`src/rtl/aes_cnfg_slave_mc.sv`:
```
// AXI4-Lite control slave for the multi-channel AES-CBC datapath: key staging/commit,
// a queued per-channel IV path with valid/ready to the core, and status/error reporting.
module aes_cnfg_slave_mc #(
    parameter int KEY_BITS        = 128,
    parameter int N_CHAN          = 4,
    parameter int IV_FIFO_DEPTH   = 4,
    localparam int CHAN_BITS      = (N_CHAN > 1) ? $clog2(N_CHAN) : 1
) (
    input  logic                 i_aclk,
    input  logic                 i_areset,
    // AXI4-Lite control slave
    input  logic                 i_axi_awvalid,
    output logic                 o_axi_awready,
    input  logic [6:0]           i_axi_awaddr,
    input  logic                 i_axi_wvalid,
    output logic                 o_axi_wready,
    input  logic [63:0]          i_axi_wdata,
    input  logic [7:0]           i_axi_wstrb,
    output logic                 o_axi_bvalid,
    input  logic                 i_axi_bready,
    output logic [1:0]           o_axi_bresp,
    input  logic                 i_axi_arvalid,
    output logic                 o_axi_arready,
    input  logic [6:0]           i_axi_araddr,
    output logic                 o_axi_rvalid,
    input  logic                 i_axi_rready,
    output logic [63:0]          o_axi_rdata,
    output logic [1:0]           o_axi_rresp,
    // Key-expansion interface
    output logic [KEY_BITS-1:0]  o_key_out,
    output logic                 o_key_valid,
    input  logic                 i_key_ready,
    // IV interface
    output logic [127:0]         o_iv_out,
    output logic [CHAN_BITS-1:0] o_iv_dest,
    output logic                 o_iv_valid,
    input  logic                 i_iv_ready
);

    localparam int KEY_WORDS = KEY_BITS / 64;
    localparam int KI_BITS   = (KEY_WORDS > 1) ? $clog2(KEY_WORDS) : 1;
    localparam int PTR_BITS  = $clog2(IV_FIFO_DEPTH);
    localparam int CNT_BITS  = PTR_BITS + 1;
    localparam logic [1:0] RESP_OKAY   = 2'b00;
    localparam logic [1:0] RESP_SLVERR = 2'b10;

    logic [63:0]          r_key_stage [KEY_WORDS];
    logic [KEY_BITS-1:0]  r_key_out;
    logic                 r_key_valid;
    logic [63:0]          r_iv_lo;
    logic [63:0]          r_iv_hi;
    logic [CHAN_BITS-1:0] r_iv_dest;
    logic                 r_ovf;
    logic                 r_kovw;
    logic [31:0]          r_push_cnt;
    logic [127:0]         r_fifo_iv   [IV_FIFO_DEPTH];
    logic [CHAN_BITS-1:0] r_fifo_dest [IV_FIFO_DEPTH];
    logic [PTR_BITS-1:0]  r_wptr;
    logic [PTR_BITS-1:0]  r_rptr;
    logic [CNT_BITS-1:0]  r_count;
    logic                 r_bvalid;
    logic [1:0]           r_bresp;
    logic                 r_rvalid;
    logic [63:0]          r_rdata;
    logic [1:0]           r_rresp;

    logic                w_wr_fire;
    logic [3:0]          w_wr_word;
    logic                w_wr_is_key;
    logic [63:0]         w_wr_cur;
    logic [63:0]         w_wr_merged;
    logic                w_wr_err;
    logic                w_key_commit;
    logic [KEY_BITS-1:0] w_new_key;
    logic                w_fifo_full;
    logic                w_push_req;
    logic                w_push;
    logic                w_pop;
    logic                w_flush;
    logic                w_clear;
    logic                w_dest_ok;
    logic                w_rd_fire;
    logic [3:0]          w_rd_word;
    logic [63:0]         w_rd_data;
    logic                w_rd_err;
    logic [63:0]         w_status;
    logic                w_unused;

    assign w_unused = ^{i_axi_awaddr[2:0], i_axi_araddr[2:0]};

    // Write decode: strobe-merge against the addressed register's current value
    always_comb begin
        w_wr_fire   = i_axi_awvalid && i_axi_wvalid && !r_bvalid;
        w_wr_word   = i_axi_awaddr[6:3];
        w_wr_is_key = w_wr_word < 4'(KEY_WORDS);
        w_wr_cur    = '0;
        if (w_wr_is_key) begin
            w_wr_cur = r_key_stage[w_wr_word[KI_BITS-1:0]];
        end else begin
            case (w_wr_word)
                4'd4:    w_wr_cur = r_iv_lo;
                4'd5:    w_wr_cur = r_iv_hi;
                4'd6:    w_wr_cur = 64'(r_iv_dest);
                default: w_wr_cur = '0;
            endcase
        end
        for (int b = 0; b < 8; b++) begin
            w_wr_merged[8*b +: 8] = i_axi_wstrb[b] ? i_axi_wdata[8*b +: 8] : w_wr_cur[8*b +: 8];
        end
        for (int i = 0; i < KEY_WORDS; i++) begin
            w_new_key[64*i +: 64] = (i == KEY_WORDS - 1) ? w_wr_merged : r_key_stage[i];
        end
        w_key_commit = w_wr_fire && (w_wr_word == 4'(KEY_WORDS - 1));
        w_fifo_full  = r_count == CNT_BITS'(IV_FIFO_DEPTH);
        w_push_req   = w_wr_fire && (w_wr_word == 4'd5);
        w_push       = w_push_req && !w_fifo_full;
        w_pop        = (r_count != '0) && i_iv_ready;
        w_flush      = w_wr_fire && (w_wr_word == 4'd8) && i_axi_wdata[1];
        w_clear      = w_wr_fire && (w_wr_word == 4'd8) && i_axi_wdata[0];
        w_dest_ok    = w_wr_merged < 64'(N_CHAN);
        w_wr_err     = 1'b0;
        if (!w_wr_is_key) begin
            case (w_wr_word)
                4'd4:    w_wr_err = 1'b0;
                4'd5:    w_wr_err = w_fifo_full;
                4'd6:    w_wr_err = !w_dest_ok;
                4'd8:    w_wr_err = 1'b0;
                default: w_wr_err = 1'b1;
            endcase
        end
    end

    always_comb begin
        w_status                = '0;
        w_status[0]             = r_key_valid;
        w_status[1]             = r_count == '0;
        w_status[2]             = w_fifo_full;
        w_status[3]             = r_ovf;
        w_status[4]             = r_kovw;
        w_status[8 +: CNT_BITS] = r_count;
    end

    always_comb begin
        w_rd_fire = i_axi_arvalid && !r_rvalid;
        w_rd_word = i_axi_araddr[6:3];
        w_rd_data = '0;
        w_rd_err  = 1'b0;
        if (w_rd_word < 4'(KEY_WORDS)) begin
            w_rd_data = r_key_stage[w_rd_word[KI_BITS-1:0]];
        end else begin
            case (w_rd_word)
                4'd4:    w_rd_data = r_iv_lo;
                4'd5:    w_rd_data = r_iv_hi;
                4'd6:    w_rd_data = 64'(r_iv_dest);
                4'd7:    w_rd_data = w_status;
                4'd8:    w_rd_data = '0;
                4'd9:    w_rd_data = {32'b0, r_push_cnt};
                default: w_rd_err  = 1'b1;
            endcase
        end
    end

    always_ff @(posedge i_aclk or posedge i_areset) begin
        if (i_areset) begin
            r_bvalid <= 1'b0;
            r_bresp  <= RESP_OKAY;
            r_rvalid <= 1'b0;
            r_rdata  <= '0;
            r_rresp  <= RESP_OKAY;
        end else begin
            if (w_wr_fire) begin
                r_bvalid <= 1'b1;
                r_bresp  <= w_wr_err ? RESP_SLVERR : RESP_OKAY;
            end else if (r_bvalid && i_axi_bready) begin
                r_bvalid <= 1'b0;
            end
            if (w_rd_fire) begin
                r_rvalid <= 1'b1;
                r_rdata  <= w_rd_data;
                r_rresp  <= w_rd_err ? RESP_SLVERR : RESP_OKAY;
            end else if (r_rvalid && i_axi_rready) begin
                r_rvalid <= 1'b0;
            end
        end
    end

    always_ff @(posedge i_aclk or posedge i_areset) begin
        if (i_areset) begin
            for (int i = 0; i < KEY_WORDS; i++) r_key_stage[i] <= '0;
            r_key_out   <= '0;
            r_key_valid <= 1'b0;
            r_iv_lo     <= '0;
            r_iv_hi     <= '0;
            r_iv_dest   <= '0;
            r_ovf       <= 1'b0;
            r_kovw      <= 1'b0;
            r_push_cnt  <= '0;
        end else begin
            if (w_wr_fire) begin
                if (w_wr_is_key) r_key_stage[w_wr_word[KI_BITS-1:0]] <= w_wr_merged;
                case (w_wr_word)
                    4'd4:    r_iv_lo <= w_wr_merged;
                    4'd5:    if (!w_fifo_full) r_iv_hi <= w_wr_merged;
                    4'd6:    if (w_dest_ok) r_iv_dest <= w_wr_merged[CHAN_BITS-1:0];
                    default: ;
                endcase
            end
            if (w_key_commit) begin
                r_key_out   <= w_new_key;
                r_key_valid <= 1'b1;
            end else if (r_key_valid && i_key_ready) begin
                r_key_valid <= 1'b0;
            end
            // A clear and a set never coincide: both need a write, one write per cycle
            if (w_clear) begin
                r_ovf  <= 1'b0;
                r_kovw <= 1'b0;
            end else begin
                if (w_push_req && w_fifo_full) r_ovf <= 1'b1;
                if (w_key_commit && r_key_valid && !i_key_ready) r_kovw <= 1'b1;
            end
            if (w_push) r_push_cnt <= r_push_cnt + 32'd1;
        end
    end

    always_ff @(posedge i_aclk or posedge i_areset) begin
        if (i_areset) begin
            for (int i = 0; i < IV_FIFO_DEPTH; i++) begin
                r_fifo_iv[i]   <= '0;
                r_fifo_dest[i] <= '0;
            end
            r_wptr  <= '0;
            r_rptr  <= '0;
            r_count <= '0;
        end else if (w_flush) begin
            r_wptr  <= '0;
            r_rptr  <= '0;
            r_count <= '0;
        end else begin
            if (w_push) begin
                r_fifo_iv[r_wptr]   <= {w_wr_merged, r_iv_lo};
                r_fifo_dest[r_wptr] <= r_iv_dest;
                r_wptr              <= r_wptr + PTR_BITS'(1);
            end
            if (w_pop) r_rptr <= r_rptr + PTR_BITS'(1);
            r_count <= r_count + CNT_BITS'(w_push) - CNT_BITS'(w_pop);
        end
    end

    assign o_axi_awready = w_wr_fire;
    assign o_axi_wready  = w_wr_fire;
    assign o_axi_bvalid  = r_bvalid;
    assign o_axi_bresp   = r_bresp;
    assign o_axi_arready = w_rd_fire;
    assign o_axi_rvalid  = r_rvalid;
    assign o_axi_rdata   = r_rdata;
    assign o_axi_rresp   = r_rresp;
    assign o_key_out     = r_key_out;
    assign o_key_valid   = r_key_valid;
    assign o_iv_valid    = r_count != '0;
    assign o_iv_out      = o_iv_valid ? r_fifo_iv[r_rptr] : '0;
    assign o_iv_dest     = o_iv_valid ? r_fifo_dest[r_rptr] : '0;

endmodule

```
`config.mk`:
```
export PLATFORM = sky130hd
export DESIGN_NAME = aes_cnfg_slave_mc
export DESIGN_NICKNAME = d
export VERILOG_FILES = /design/src/rtl/aes_cnfg_slave_mc.sv
export SDC_FILE = /design/constraint.sdc
export NUM_CORES = 2
export LEC_CHECK = 0
export ABC_CLOCK_PERIOD_IN_PS = 35600
export BUFFER_PORTS_ARGS = -buffer_cell sky130_fd_sc_hd__buf_2
export CORE_MARGIN = 5
export CORE_UTILIZATION = 50
export DETAILED_ROUTE_END_ITERATION = 16
export PLACE_DENSITY = 0.65
export SLEW_MARGIN = 0
export SYNTH_ARGS = -nofsm -noshare
export SYNTH_HDL_FRONTEND = slang
export SYNTH_SLANG_ARGS = --single-unit
```
`constraint.sdc`:
```
create_clock -name i_aclk -period 35.6 [get_ports i_aclk]
set_clock_uncertainty 0.2 [all_clocks]
set_input_delay 1.78 -clock i_aclk [delete_from_list [all_inputs] [get_ports i_aclk]]
set_output_delay 1.78 -clock i_aclk [all_outputs]
set_load 0.005 [all_outputs]
```
==> reports/qor.csv <==
stage,metric,value,unit
detailed_routing,post-DR wirelength/cell,25.1,µm
floorplanning,I/O pin total,428,
sta,Tmin final,6130,ps
clock_tree,CTS Buf Count,106,
global_routing,initial antenna violation count,7,
finish,fin area,52300,µm²
sta,slew margin rel.,21.2,%
logic_synthesis,Synth Instances,3857,
placed_design,number of port buffers,419,
logic_synthesis,synth top area cells,"dfrtp_1 (56%), mux2_2 (14%), nand2_1 (7.5%)",
critical_path,Worst Path Arrival,6520,ps
clock_tree,clock latency on the worst-skew pair,660,ps
detailed_routing,DRC viols,0,
placed_design,HPWL after DPL,84100,µm
logic_synthesis,Yosys Warn Count,0,
pwr,power per cell area,58.7,nW/µm²
global_routing,gr ovfl total,0,
sta,final setup vio count,0,
min_path,Hold Crit Class,register to register,
finish,Layout Utilization,58.1,%
floorplanning,starting density of the core,50.3,%
critical_path,crit-path cells,buf_4 > buf_4 > and4bb_4 > buf_4 > a22oi_1 > a2bb2oi_1 > nor4_1 > nand4_1 > nor4_1 > nand4_1 > mux2i_1,
pwr,Peak VDD IR,0.0000750,V
logic_synthesis,synthesis-stage register bit count,1016,
sta,final worst path period share,17.2,%
finish,# fillers,7557,
logic_synthesis,Synth Area per Inst,11.7,µm²
pwr,Net Sw Frac,28.0,%
clock_tree,number of gates resized after cts,0,
sta,fin. max-slew vios,0,
logic_synthesis,count of cell types in the netlist,58,
sta,Worst Tran Pin Value,1180,ps
global_routing,vias in the first global route,32900,
floorplanning,row cnt,110,
floorplanning,area of the core,90000,µm²
clock_tree,clk slew on worst S/H paths,60,ps
floorplanning,Die Area,96800,µm²
logic_synthesis,Post-synth ARST share,100,%
critical_path,CP peak stage delay,910,ps
logic_synthesis,leading area contributor after synthesis,dfrtp_1,
critical_path,crit-path max FO,35,
pwr,Leakage,26.5,nW
placed_design,setup slack at placement,28870,ps
pwr,Pint,0.00221,W
critical_path,critical path's top delay family,simple AND/OR/NAND/NOR gates,
pwr,sequential share of power,45.2,%
logic_synthesis,Post-Syn Area,45300,µm²
detailed_routing,Vias,32100,
sta,RSZ-0062 raised after global routing,false,
clock_tree,Post-CTS Setup Inserts,0,
sta,Max Clk Rate,0.163,GHz
sta,PnR worst setup slack,29470,ps
logic_synthesis,top cell type's share of synthesized area,56.1,%
clock_tree,H-tree levels,3,
placed_design,routability cong.,0.791,
detailed_routing,first-pass iteration count of the detailed router,7,
critical_path,Setup CP Type,primary input to register,
pwr,Logic pwr share,16.2,%
floorplanning,die width,311,µm
clock_tree,cts hold-fix bufs,0,
pwr,clock share of power,38.7,%
logic_synthesis,Post-synth EDFFs,0,
critical_path,crit path launch type,primary input,
clock_tree,CTS Root Cell,clkbuf_16,
logic_synthesis,"count leader, synth",dfrtp_1,
critical_path,"most used cell, CP",buf_4,
global_routing,largest net degree at the start of global routing,165,
logic_synthesis,"Seq/Total Area, Yosys",56.1,%
critical_path,WP buf/inv,3,
detailed_routing,vias per cell,5.90,
global_routing,first-pass GRT wire length,209000,µm
detailed_routing,DR iter-0 viols,2965,
sta,final hold vios,0,
pwr,Psw,0.000860,W
finish,layout cells sized above 1,32.7,%
detailed_routing,post-route ant nets,0,
critical_path,Slowest cell on crit path,and4bb_4,
clock_tree,Sink Count,1016,
logic_synthesis,"top cells by count, synth","dfrtp_1 (1016), nand2_1 (909), mux2_2 (568)",
clock_tree,CTS Buffer Depth,3,
floorplanning,Die Ht,311,µm
sta,Setup TNS Final,0,ps
detailed_routing,final wirelength,137000,µm
logic_synthesis,most used flip-flop cell after synthesis,dfrtp_1,
critical_path,CP Capture Type,register,
global_routing,Total GRT Usage,27.9,%
critical_path,"Req. time, crit path",35980,ps
finish,area delta synth->final,15.3,%
status,status,"complete, no violations",
clock_tree,CTS tree,done,
job,maxcap violations,0,
placed_design,placed inst area,48500,µm²
finish,Layout Nets,4286,
## routing by layer
| metal | part of all wire (%) | GRT usage, % | vias up |
|---|---|---|---|
| met2 | 47 | 44.0 | 1214 |
| met4 | 3.5 | 9.80 | 6 |
| li1 | - | - | 14200 |
| met3 | 7.3 | 5.84 | 235 |
| met5 | 0.029 | 0 | - |
| met1 | 43 | 38.9 | 16500 |
## power groups by stage
stage	Clock [W]	Combinational, W	Sequential, W
2_1_floorplan	0	0.000343	0.00136
3_3_place_gp	0	0.000493	0.00140
3_5_place_dp	0	0.000502	0.00140
4_1_cts	0.00121	0.000503	0.00138
5_1_grt	0.00126	0.000542	0.00140
6_report	0.00119	0.000496	0.00139
## cell families (layout without fill, tap and decap cells)
group	Yosys count	in the layout	share of synthesized area, %
simple gates	1174	1174	11.1
compound gates	601	601	8.03
other cells	1	3	0.00828
fa+ha+maj	8	8	0.237
flops	1016	1016	56.1
buf+inv	293	704	2.60
xor+xnor	35	35	0.676
mux	729	729	21.3
## cell usage in the layout, fill, tap and decap left out, types with 5 or more instances in the layout
master | synthesis | routed
clkbuf_1 | 186 | 15
a2bb2oi_1 | 27 | 27
clkinv_2 | 0 | 15
ha_1 | 7 | 7
clkbuf_8 | 0 | 27
clkinvlp_4 | 0 | 5
nor4_1 | 9 | 9
a21o_1 | 7 | 7
and3_1 | 6 | 5
a221oi_1 | 27 | 27
mux2i_1 | 30 | 30
and2_1 | 134 | 134
nand3_1 | 14 | 13
mux2_2 | 568 | 568
buf_2 | 27 | 417
clkinv_4 | 0 | 5
bufinv_16 | 0 | 13
xor2_1 | 11 | 11
mux4_2 | 130 | 130
nor3_2 | 2 | 5
clkbuf_16 | 0 | 111
a21oi_1 | 72 | 72
dfrtp_1 | 1016 | 1014
nand4_1 | 18 | 18
o21ai_1 | 26 | 26
inv_1 | 19 | 18
a31oi_1 | 9 | 9
nand2_4 | 0 | 7
nand2b_1 | 16 | 16
xnor2_1 | 24 | 24
o21ai_0 | 317 | 317
a222oi_1 | 38 | 38
nor2_1 | 35 | 35
buf_4 | 6 | 67
nor2b_1 | 9 | 9
a22oi_1 | 69 | 69
nand2_1 | 909 | 902
## worst paths after layout
| kind | start | endpoint | slack (ps) | depth (start not counted) |
|---|---|---|---|---|
| worst max-delay path | i_axi_awaddr[3] | r_iv_dest[1] | 29470 | 11 |
| worst max register to register | r_key_stage[76] | r_iv_dest[1] | 31840 | 8 |
| min in group asynchronous | i_areset | r_fifo_iv[114] | 1100 | 2 |
| worst min register to register | o_key_out[97] | o_key_out[97] | 270 | 2 |
| max in group asynchronous | i_areset | r_fifo_iv[22] | 31030 | 5 |
| worst min-delay path | o_key_out[97] | o_key_out[97] | 270 | 2 |
## cell type report
cell class                      count  area, µm²  share of cell area [%]
Tap cell                         1176       1470                    2.82
Antenna cell                        1       2.50                 0.00479
Clock buffer                      153       3210                    6.13
Inverter                           23       96.3                   0.184
Sequential cell                  1016      25400                    48.7
Timing Repair Buffer              487       2650                    5.07
Clock inverter                     41        573                    1.10
Multi-Input combinational cell   2549      18800                    36.0
## state kept, by name, indices dropped and copies added (netlist names), 2 cells and up
name / count
o_key_out: 128
r_key_stage: 128
r_rptr: 2
r_fifo_dest: 8
o_axi_rdata: 64
r_iv_dest: 2
r_count: 3
r_fifo_iv: 512
r_iv_lo: 64
r_iv_hi: 64
r_wptr: 2
r_push_cnt: 32
## worst register-to-register path, delay by kind of cell (launching register included)
family	cells	cell delay [ps]
and+or+nand+nor	4	2160
muxes	2	470
DFF	1	410
AOI/OAI and AO/OA	2	380
## metrics by stage
step / std cells / total power [W] / hold slack [ps]
2_1_floorplan: 3858 / 0.00170 / 241
3_3_place_gp: 5251 / 0.00189 / 256
3_5_place_dp: 5251 / 0.00191 / 257
4_1_cts: 5445 / 0.00309 / 271
5_1_grt: 5446 / 0.00320 / 289
6_report: 5446 / 0.00307 / 268
(Power assumes the default switching activity.)
